File: src/rtl/fp_pkg.sv
// Shared floating-point datapath definitions: format exponent widths, the
// binary32 exponent-adjust beat bundle and an all-ones exponent helper.
package fp_pkg;

    localparam int FP32_EXP_W  = 8;
    localparam int FP64_EXP_W  = 11;
    localparam int FP32_LOPD_W = 8;
    localparam int EXP_MAX_W   = 16;

    // One exponent-adjust request in the default (binary32) format.
    typedef struct packed {
        logic                   overflow;
        logic                   underflow;
        logic                   zero;
        logic                   rnd_carry;
        logic [FP32_LOPD_W-1:0] lopd;
        logic [FP32_EXP_W-1:0]  exp;
    } exp_adj_in_t;

    // Low exp_w bits set: the Inf/NaN biased exponent for that format.
    function automatic logic [EXP_MAX_W-1:0] exp_all_ones(input int unsigned exp_w);
        logic [EXP_MAX_W-1:0] mask;
        mask = '0;
        for (int i = 0; i < EXP_MAX_W; i++) begin
            if (i < int'(exp_w)) mask[i] = 1'b1;
        end
        return mask;
    endfunction

endpackage

File: src/rtl/exp_adjust_sat.sv
// Combinational saturate/flush of a signed exponent sum into a biased exponent
// with overflow (Inf) and underflow (flush-to-zero) flags.
module exp_adjust_sat
    import fp_pkg::*;
#(
    parameter int EXP_W = FP32_EXP_W
) (
    input  logic [EXP_W+1:0] sum,
    input  logic             zero,
    output logic [EXP_W-1:0] exp_result,
    output logic             ovf,
    output logic             unf
);

    localparam logic [EXP_W-1:0] ALL_ONES = EXP_W'(exp_all_ones(EXP_W));

    always_comb begin
        // NOTE: every output gets a default first so no path leaves one unassigned (no latch).
        exp_result = '0;
        ovf        = 1'b0;
        unf        = 1'b0;
        if (!zero) begin
            // sum is two's complement: the top bit set means a negative exponent.
            if (sum[EXP_W+1] || (sum == '0)) begin
                unf = 1'b1;
            end else if (sum[EXP_W:0] >= {1'b0, ALL_ONES}) begin
                exp_result = ALL_ONES;
                ovf        = 1'b1;
            end else begin
                exp_result = sum[EXP_W-1:0];
            end
        end
    end

endmodule

File: src/rtl/exp_adjust_pipe.sv
// Two-stage exponent-adjust pipeline for the FP add/sub datapath with a
// bubble-free valid/ready chain and a saturating exception-event counter.
module exp_adjust_pipe
    import fp_pkg::*;
#(
    parameter int EXP_W  = FP32_EXP_W,
    parameter int LOPD_W = 8,
    parameter int CNT_W  = 16
) (
    input  logic              i_clk,
    input  logic              i_rst_n,
    input  logic              i_valid,
    output logic              o_ready,
    input  logic              i_overflow,
    input  logic              i_underflow,
    input  logic              i_zero_flag,
    input  logic              i_rnd_carry,
    input  logic [LOPD_W-1:0] i_lopd_value,
    input  logic [EXP_W-1:0]  i_exp_value,
    output logic              o_valid,
    input  logic              i_ready,
    output logic [EXP_W-1:0]  o_exp_result,
    output logic              o_ovf,
    output logic              o_unf,
    input  logic              i_cnt_clr,
    output logic [CNT_W-1:0]  o_evt_cnt
);

    // Two extra bits hold the +2 carry headroom and the sign of exp - lopd.
    localparam int SUM_W = EXP_W + 2;

    logic             v1;
    logic             v2;
    logic             rdy1;
    logic             rdy2;
    logic [SUM_W-1:0] s1_sum;
    logic             s1_zero;
    logic [SUM_W-1:0] inc;
    logic [SUM_W-1:0] delta;
    logic [SUM_W-1:0] sum_next;
    logic [EXP_W-1:0] sat_exp;
    logic             sat_ovf;
    logic             sat_unf;

    assign rdy2    = ~v2 | i_ready;
    assign rdy1    = ~v1 | rdy2;
    assign o_ready = rdy1;
    assign o_valid = v2;

    // Mantissa carry-out takes priority over the no-shift case.
    always_comb begin
        inc   = '0;
        delta = '0;
        if (i_overflow) begin
            inc = SUM_W'(1);
        end else if (!i_underflow) begin
            delta = SUM_W'(i_lopd_value);
        end
        sum_next = SUM_W'(i_exp_value) + inc + SUM_W'(i_rnd_carry) - delta;
    end

    always_ff @(posedge i_clk or negedge i_rst_n) begin
        if (!i_rst_n) begin
            // NOTE: datapath registers are reset too; they feed outputs whose reset value is visible.
            v1      <= 1'b0;
            s1_sum  <= '0;
            s1_zero <= 1'b0;
        end else if (rdy1) begin
            // NOTE: non-blocking assignments so every register samples pre-edge values.
            v1 <= i_valid;
            if (i_valid) begin
                s1_sum  <= sum_next;
                s1_zero <= i_zero_flag;
            end
        end
    end

    exp_adjust_sat #(
        .EXP_W (EXP_W)
    ) u_sat (
        .sum        (s1_sum),
        .zero       (s1_zero),
        .exp_result (sat_exp),
        .ovf        (sat_ovf),
        .unf        (sat_unf)
    );

    always_ff @(posedge i_clk or negedge i_rst_n) begin
        if (!i_rst_n) begin
            v2           <= 1'b0;
            o_exp_result <= '0;
            o_ovf        <= 1'b0;
            o_unf        <= 1'b0;
        end else if (rdy2) begin
            v2 <= v1;
            if (v1) begin
                o_exp_result <= sat_exp;
                o_ovf        <= sat_ovf;
                o_unf        <= sat_unf;
            end
        end
    end

    // Counts exceptional results as they leave; clear wins over a same-cycle event.
    always_ff @(posedge i_clk or negedge i_rst_n) begin
        if (!i_rst_n) begin
            o_evt_cnt <= '0;
        end else if (i_cnt_clr) begin
            o_evt_cnt <= '0;
        end else if (v2 && i_ready && (o_ovf || o_unf) && (o_evt_cnt != '1)) begin
            o_evt_cnt <= o_evt_cnt + CNT_W'(1);
        end
    end

endmodule

File: config.mk
export PLATFORM = sky130hd
export DESIGN_NAME = exp_adjust_pipe
export DESIGN_NICKNAME = d
export VERILOG_FILES = /design/src/rtl/fp_pkg.sv /design/src/rtl/exp_adjust_sat.sv /design/src/rtl/exp_adjust_pipe.sv
export SDC_FILE = /design/constraint.sdc
export NUM_CORES = 1
export LEC_CHECK = 0
export ABC_AREA = 1
export CAP_MARGIN = 20
export CORE_UTILIZATION = 55
export CTS_BUF_LIST = sky130_fd_sc_hd__clkbuf_8
export CTS_CLUSTER_DIAMETER = 150
export CTS_CLUSTER_SIZE = 30
export DETAILED_ROUTE_END_ITERATION = 10
export GPL_ROUTABILITY_DRIVEN = 0
export PLACE_DENSITY = 0.95
export SLEW_MARGIN = 20
export SYNTH_ARGS = -nofsm -noshare
export SYNTH_HDL_FRONTEND = slang
export SYNTH_SLANG_ARGS = --single-unit
File: constraint.sdc
create_clock -name i_clk -period 3.52 [get_ports i_clk]
set_clock_uncertainty 0.1 [all_clocks]
set_input_delay 0.704 -clock i_clk [delete_from_list [all_inputs] [get_ports i_clk]]
set_output_delay 0.704 -clock i_clk [all_outputs]
set_load 0.03 [all_outputs]
==> results by group, run 1 <==
Floorplanning
  – Initial Util: 0.588
  – DIE HEIGHT: 70.9 um
  – Core ar.: 0.00444 mm^2
  – Top Ports: 53
  – Die area: 0.00503 mm^2
  – FP Rows: 24
  – Die width: 70.9 um

Setup path
  – Max stage delay on crit path: 490 ps
  – Worst EP arrival: 3010 ps
  – CP max FO: 7
  – Reg2reg start: o_evt_cnt[0]$_DFFE_PN0P_
  – Worst Path Required: 3610 ps
  – Worst flop-to-flop path endpoint: o_evt_cnt[12]$_DFFE_PN0P_
  – R2R setup slack: 1320 ps
  – Crit Path Class: in -> reg
  – Worst R2R Path Depth: 8
  – Crit-path slowest cell: fa_1
  – Critical Path Sink Type: flip-flop
  – CP most frequent cell: nand2_1
  – Startpoint class of the critical path: input pin
  – CP cell instances: clkdlybuf4s50_1, nor2_1, nand2_1, ha_1, inv_1, fa_1, nor3_1, nand2_1, nand2_1, nand2_1, nand3_1, nand2_1

Pwr
  – Pwr dens: 418 mW/mm^2
  – Peak VDD IR: 420 uV
  – Clock share of power: 0.204
  – Internal: 0.000848 W
  – Switching pwr: 0.000501 W
  – Sw frac: 0.372
  – Seq pwr share: 0.433
  – Static leakage: 1.57 nW
  – Logic pwr share: 0.363
  – Power consumption: 0.00135 W

Synthesis
  – Register area share after synthesis: 0.374
  – Synth Warn #: 0
  – Syn Nets: 403
  – Area of the mapped netlist: 0.00261 mm^2
  – Netlist cell types: 28
  – Ys async rst share: 1.00
  – Avg Cell Area, Syn: 7.27 um^2
  – Number of flops mapped to enable cells by yosys: 0
  – Flops & latches, synth: 39
  – Cells after Synth: 359
  – Primary FF master, synth: dfrtp_1

Cells and area
  – Fillers: 366
  – Fin cells: 463
  – Nets: 456
  – Commonest non-fill, non-tap cell in the layout: nand2_1
  – Most frequent cells in the layout: 132 x nand2_1, 51 x clkdlybuf4s50_1, 40 x inv_1
  – Layout cells sized above 1: 0.0438
  – Ant. Diodes: 0
  – Register area: 976 um^2
  – Area grow syn2layout: 23.5%
  – Multi-input gate area: 0.00144 mm^2
  – Utilization after layout: 0.726

Clock tree
  – CTS Hold Buffers Added: 0
  – Clk root buf: clkbuf_8
  – Post_cts resized: 0
  – Clk sinks: 39
  – Clk pin slew, worst setup/hold paths: 70 ps
  – Postcts setup bufs: 0
  – H-tree lvl count: 2
  – Inserted Clock Buffers: 5
  – CTS Buffer Depth: 2
  – Worst-Skew Late Latency: 290 ps
  – CTS tree: done

Detailed routing
  – Initial DRC Count: 277
  – DRC Markers: 4
  – Via density: 5.47
  – Final ANT Viol Nets: 0
  – Vias: 2532
  – First drt pass iteration count: 8
  – Per-cell routed wire length: 12.7 um
  – WL final: 5.87 mm

Timing
  – Setup violations, final: 0
  – Final max-slew violation count: 0
  – Hold WS: 388 ps
  – RSZ-0062 raised after global routing: no
  – Worst-Margin Slew: 839 ps
  – Final Hold Viols: 0
  – Max transition margin: 0.441
  – Setup TNS: 0 ps
  – F_max: 0.342 GHz
  – Minimum clock period: 2920 ps
  – Final period util: 0.830

Hold path
  – Hold path depth: 2
  – Hold Crit Class: reg -> reg
  – Worst hold start: o_exp_result[0]$_DFFE_PN0P_
  – Hold worst-path end: o_exp_result[0]$_DFFE_PN0P_

Placed design
  – Port Buf Inserts: 52
  – Dpl hpwl: 4.47 mm
  – Placed cell count: 457

GRT
  – Total gr overflow: 0
  – Largest net degree at the start of global routing: 40
  – Global-route usage over all layers: 0.245
  – Initial antenna violation count: 0
  – Global-route wire length before repair: 9.78 mm
  – Vias in the first global route: 2395

Status
  – Outcome: finished with violations
  – Failing checks: DRC

Job
  – Maxcap violations: 0
## cell usage after synthesis (4+ instances only)
cell | instances | area, um^2
nand2_1 | 132 | 495
dfrtp_1 | 39 | 976
inv_1 | 39 | 146
nand3_1 | 35 | 175
nor2_1 | 27 | 101
ha_1 | 16 | 200
nand4_1 | 16 | 100
o21ai_0 | 11 | 55.1
xor2_1 | 5 | 43.8
a21oi_1 | 4 | 20.0
nor3_1 | 4 | 20.0
o21bai_1 | 4 | 30.0
## worst max-delay path by stage
stage	startpoint	endpoint	slack (ps)
final	i_overflow	s1_sum[8]$_DFFE_PN0P_	600
after global routing	i_overflow	s1_sum[6]$_DFFE_PN0P_	330
after CTS	i_ready	o_ready	610
after detailed placement	i_overflow	s1_sum[6]$_DFFE_PN0P_	310
after global placement	i_overflow	s1_sum[8]$_DFFE_PN0P_	410
after floorplan	i_overflow	s1_sum[8]$_DFFE_PN0P_	1030
## power groups by stage
stage / logic [W] / registers, W / clock network (W)
2_1_floorplan: 0.000232 / 0.000667 / 0
3_3_place_gp: 0.000477 / 0.000590 / 0
3_5_place_dp: 0.000489 / 0.000590 / 0
4_1_cts: 0.000493 / 0.000584 / 0.000276
5_1_grt: 0.000538 / 0.000595 / 0.000290
6_report: 0.000489 / 0.000584 / 0.000276
## critical path: cells and delay by family
family,cells,cell delay (ps)
adder cells (fa/ha/maj),2,710
buffers and inverters,2,520
AND/OR/NAND/NOR,8,1050
## routing by layer
layer  GRT usage  vias to the layer above  wire, um
met3      0.0527                       19       348
li1            -                     1256         -
met5           0                        -         0
met1       0.258                     1146      2300
met2       0.466                      111      3090
met4       0.109                        0       130
## cells by family after synthesis
| family | synth area share |
|---|---|
| adders and majority gates | 0.0997 |
| xor gates and xnor gates | 0.0235 |
| AOI/OAI and AO/OA | 0.0518 |
| buffers and inverters | 0.0752 |
| DFF | 0.374 |
| and+or+nand+nor | 0.376 |
## sequential cells by signal, summed over array words and instances (netlist names)
signal and count:
o_exp_result 8, s1_zero 1, o_valid 1, s1_sum 10
o_unf 1, v1 1, o_ovf 1, o_evt_cnt 16
## stage by stage
step,worst slack (ps),cell area (um^2)
after detailed placement,307,3150
after global placement,409,3150
after CTS,613,3220
after global routing,334,3220
final,600,3220
after floorplan,1030,2610
## area by class of cell
class / count / area share
clock buffer: 5 / 0.0213
clock inverter: 1 / 0.00116
inverter: 41 / 0.0485
multi-input combinational: 273 / 0.446
sequential: 39 / 0.303
tap: 52 / 0.0202
timing repair buffer: 52 / 0.160
Power figures use the tool's default switching activity.
==> run 2, diff against run 1 <==
CORE_UTILIZATION = 53   (was 55)
PLACE_DENSITY = 0.94   (was 0.95)
clock period = 3 ns   (was 3.52 ns; I/O delays follow)
==> run 2 against run 1 <==
The flow now finishes without violations. Sequential share of layout area decreased by 0.86 points. Worst setup slack got worse by 420 ps. Largest cell class unchanged. Global-route usage increased by 2.2 points. Combinational power increased by 21%. Die area increased by 3.7%.
==> results by group, run 2 (same netlist as run 1, synthesis figures left out) <==
Cells and area
  – Area grow syn2layout: 27.1%
  – Ant. Diodes: 0
  – Commonest non-fill, non-tap cell in the layout: nand2_1
  – Max FFs per register: 16
  – Cell area after layout: 0.00332 mm^2
  – Most frequent cells in the layout: 132 x nand2_1, 51 x clkdlybuf4s50_1, 39 x inv_1, 39 x dfrtp_1, 35 x nand3_1
  – Utilization after layout: 0.703
  – Nets: 460
  – Biggest register: o_evt_cnt
  – Layout cells sized above 1: 0.0600
  – Top Registers: o_evt_cnt: 16 flops, s1_sum: 10 flops, o_exp_result: 8 flops

Setup path
  – Reg2reg start: o_evt_cnt[0]$_DFFE_PN0P_
  – Crit Path Class: in -> reg
  – Startpoint class of the critical path: input pin
  – Worst flop-to-flop path endpoint: o_evt_cnt[0]$_DFFE_PN0P_
  – Worst R2R Path Depth: 9
  – R2R setup slack: 1140 ps
  – CP max FO: 3
  – Worst EP arrival: 2910 ps
  – Worst Path Required: 3090 ps
  – Critical Path Sink Type: flip-flop

Clock tree
  – CTS Buffer Depth: 2
  – Clk sinks: 39
  – Postcts setup bufs: 0
  – Worst-Skew Late Latency: 310 ps
  – CTS Hold Buffers Added: 0
  – CTS tree: done
  – Clk pin slew, worst setup/hold paths: 90 ps
  – Inserted Clock Buffers: 5
  – Clk root buf: clkbuf_8
  – H-tree lvl count: 2
  – Post_cts resized: 0

Timing
  – Final setup margin: 180 ps
  – RSZ-0062 raised after global routing: no
  – Minimum clock period: 2820 ps
  – Final period util: 0.940
  – F_max: 0.355 GHz
  – Final max-slew violation count: 0
  – Final Hold Viols: 0
  – Setup violations, final: 0
  – Worst-Margin Slew: 835 ps
  – Max transition margin: 0.443

Detailed routing
  – Vias: 2578
  – Final ANT Viol Nets: 0
  – Per-cell routed wire length: 12.6 um
  – WL final: 6.09 mm
  – Via density: 5.33
  – DRC Markers: 0
  – Initial DRC Count: 220
  – First drt pass iteration count: 4

GRT
  – Total gr overflow: 0
  – Vias in the first global route: 2511
  – Largest net degree at the start of global routing: 40
  – Global-route usage over all layers: 0.268
  – Initial antenna violation count: 0
  – Global-route wire length before repair: 10.8 mm

Floorplanning
  – Die width: 72.2 um
  – Initial Util: 0.553
  – Core ar.: 0.00472 mm^2
  – DIE HEIGHT: 72.2 um
  – Top Ports: 53
  – Die area: 0.00521 mm^2
  – FP Rows: 25

Pwr
  – Internal: 0.00112 W
  – Switching pwr: 0.000632 W
  – Seq pwr share: 0.394
  – Pwr dens: 528 mW/mm^2
  – Static leakage: 1.61 nW
  – Sw frac: 0.361
  – Logic pwr share: 0.338
  – Peak VDD IR: 418 uV
  – Clock share of power: 0.269

Status
  – Outcome: completed

Placed design
  – Port Buf Inserts: 52
  – Dpl hpwl: 4.52 mm
  – Dpl ws: -40.4 ps
  – Dpl cell area: 0.00320 mm^2

Hold path
  – Hold Crit Class: in -> async

Job
  – Maxcap violations: 0
[run 2: changes by cell type in the layout (fill, tap and decap cells not counted), sizes merged]
cell    previous run  this run
inv               41        40
clkinv             1         2
buf                1         5
clkbuf             5         6
bufinv             0         1
[run 2: critical path, stage by stage]
cell and delay (ps):
clkdlybuf4s50_1 450, nor3b_1 220, ha_1 270, fa_1 370, inv_1 100, fa_1 220
nand3_1 90, nand2_1 140, nand3_1 150, nand2_1 90, nand2_1 60, nand3_1 70
nand2_1 70
[run 2: worst max path at each step]
stage,from,depth (start not counted),endpoint
5_1_grt,i_overflow,13,s1_sum[6]$_DFFE_PN0P_
6_report,i_overflow,13,s1_sum[6]$_DFFE_PN0P_
3_3_place_gp,i_overflow,13,s1_sum[6]$_DFFE_PN0P_
3_5_place_dp,i_overflow,13,s1_sum[6]$_DFFE_PN0P_
4_1_cts,i_overflow,13,s1_sum[6]$_DFFE_PN0P_
2_1_floorplan,i_overflow,10,s1_sum[8]$_DFFE_PN0P_
[run 2: final cells by class]
cell class,instances,area [um^2]
clock buffer,6,82.6
clock inverter,2,35.0
fill,376,1410
inverter,41,156
multi-input combinational,273,1440
sequential,39,976
tap,67,83.8
timing repair buffer,56,546
[run 2: metal layers]
| layer | share of wire | vias to the layer above | global-route usage |
|---|---|---|---|
| met5 | 0 | - | 0 |
| li1 | - | 1263 | - |
| met2 | 0.51 | 80 | 0.459 |
| met3 | 0.042 | 21 | 0.0569 |
| met4 | 0.033 | 0 | 0.146 |
| met1 | 0.41 | 1214 | 0.312 |
[run 2: power groups by stage]
stage / combinational, W / sequential, W / clock, W
2_1_floorplan: 0.000272 / 0.000782 / 0
3_3_place_gp: 0.000567 / 0.000691 / 0
3_5_place_dp: 0.000587 / 0.000694 / 0
4_1_cts: 0.000593 / 0.000687 / 0.000476
5_1_grt: 0.000653 / 0.000699 / 0.000496
6_report: 0.000591 / 0.000689 / 0.000471
[run 2: metrics by stage]
stage	power, W	std cells	hold slack, ps	setup TNS, ps
floorplan	0.00105	359	204	0
global placement	0.00126	476	368	0
detailed placement	0.00128	476	369	-41.8
CTS	0.00176	484	325	0
global route	0.00185	484	364	0
finish	0.00175	484	284	0
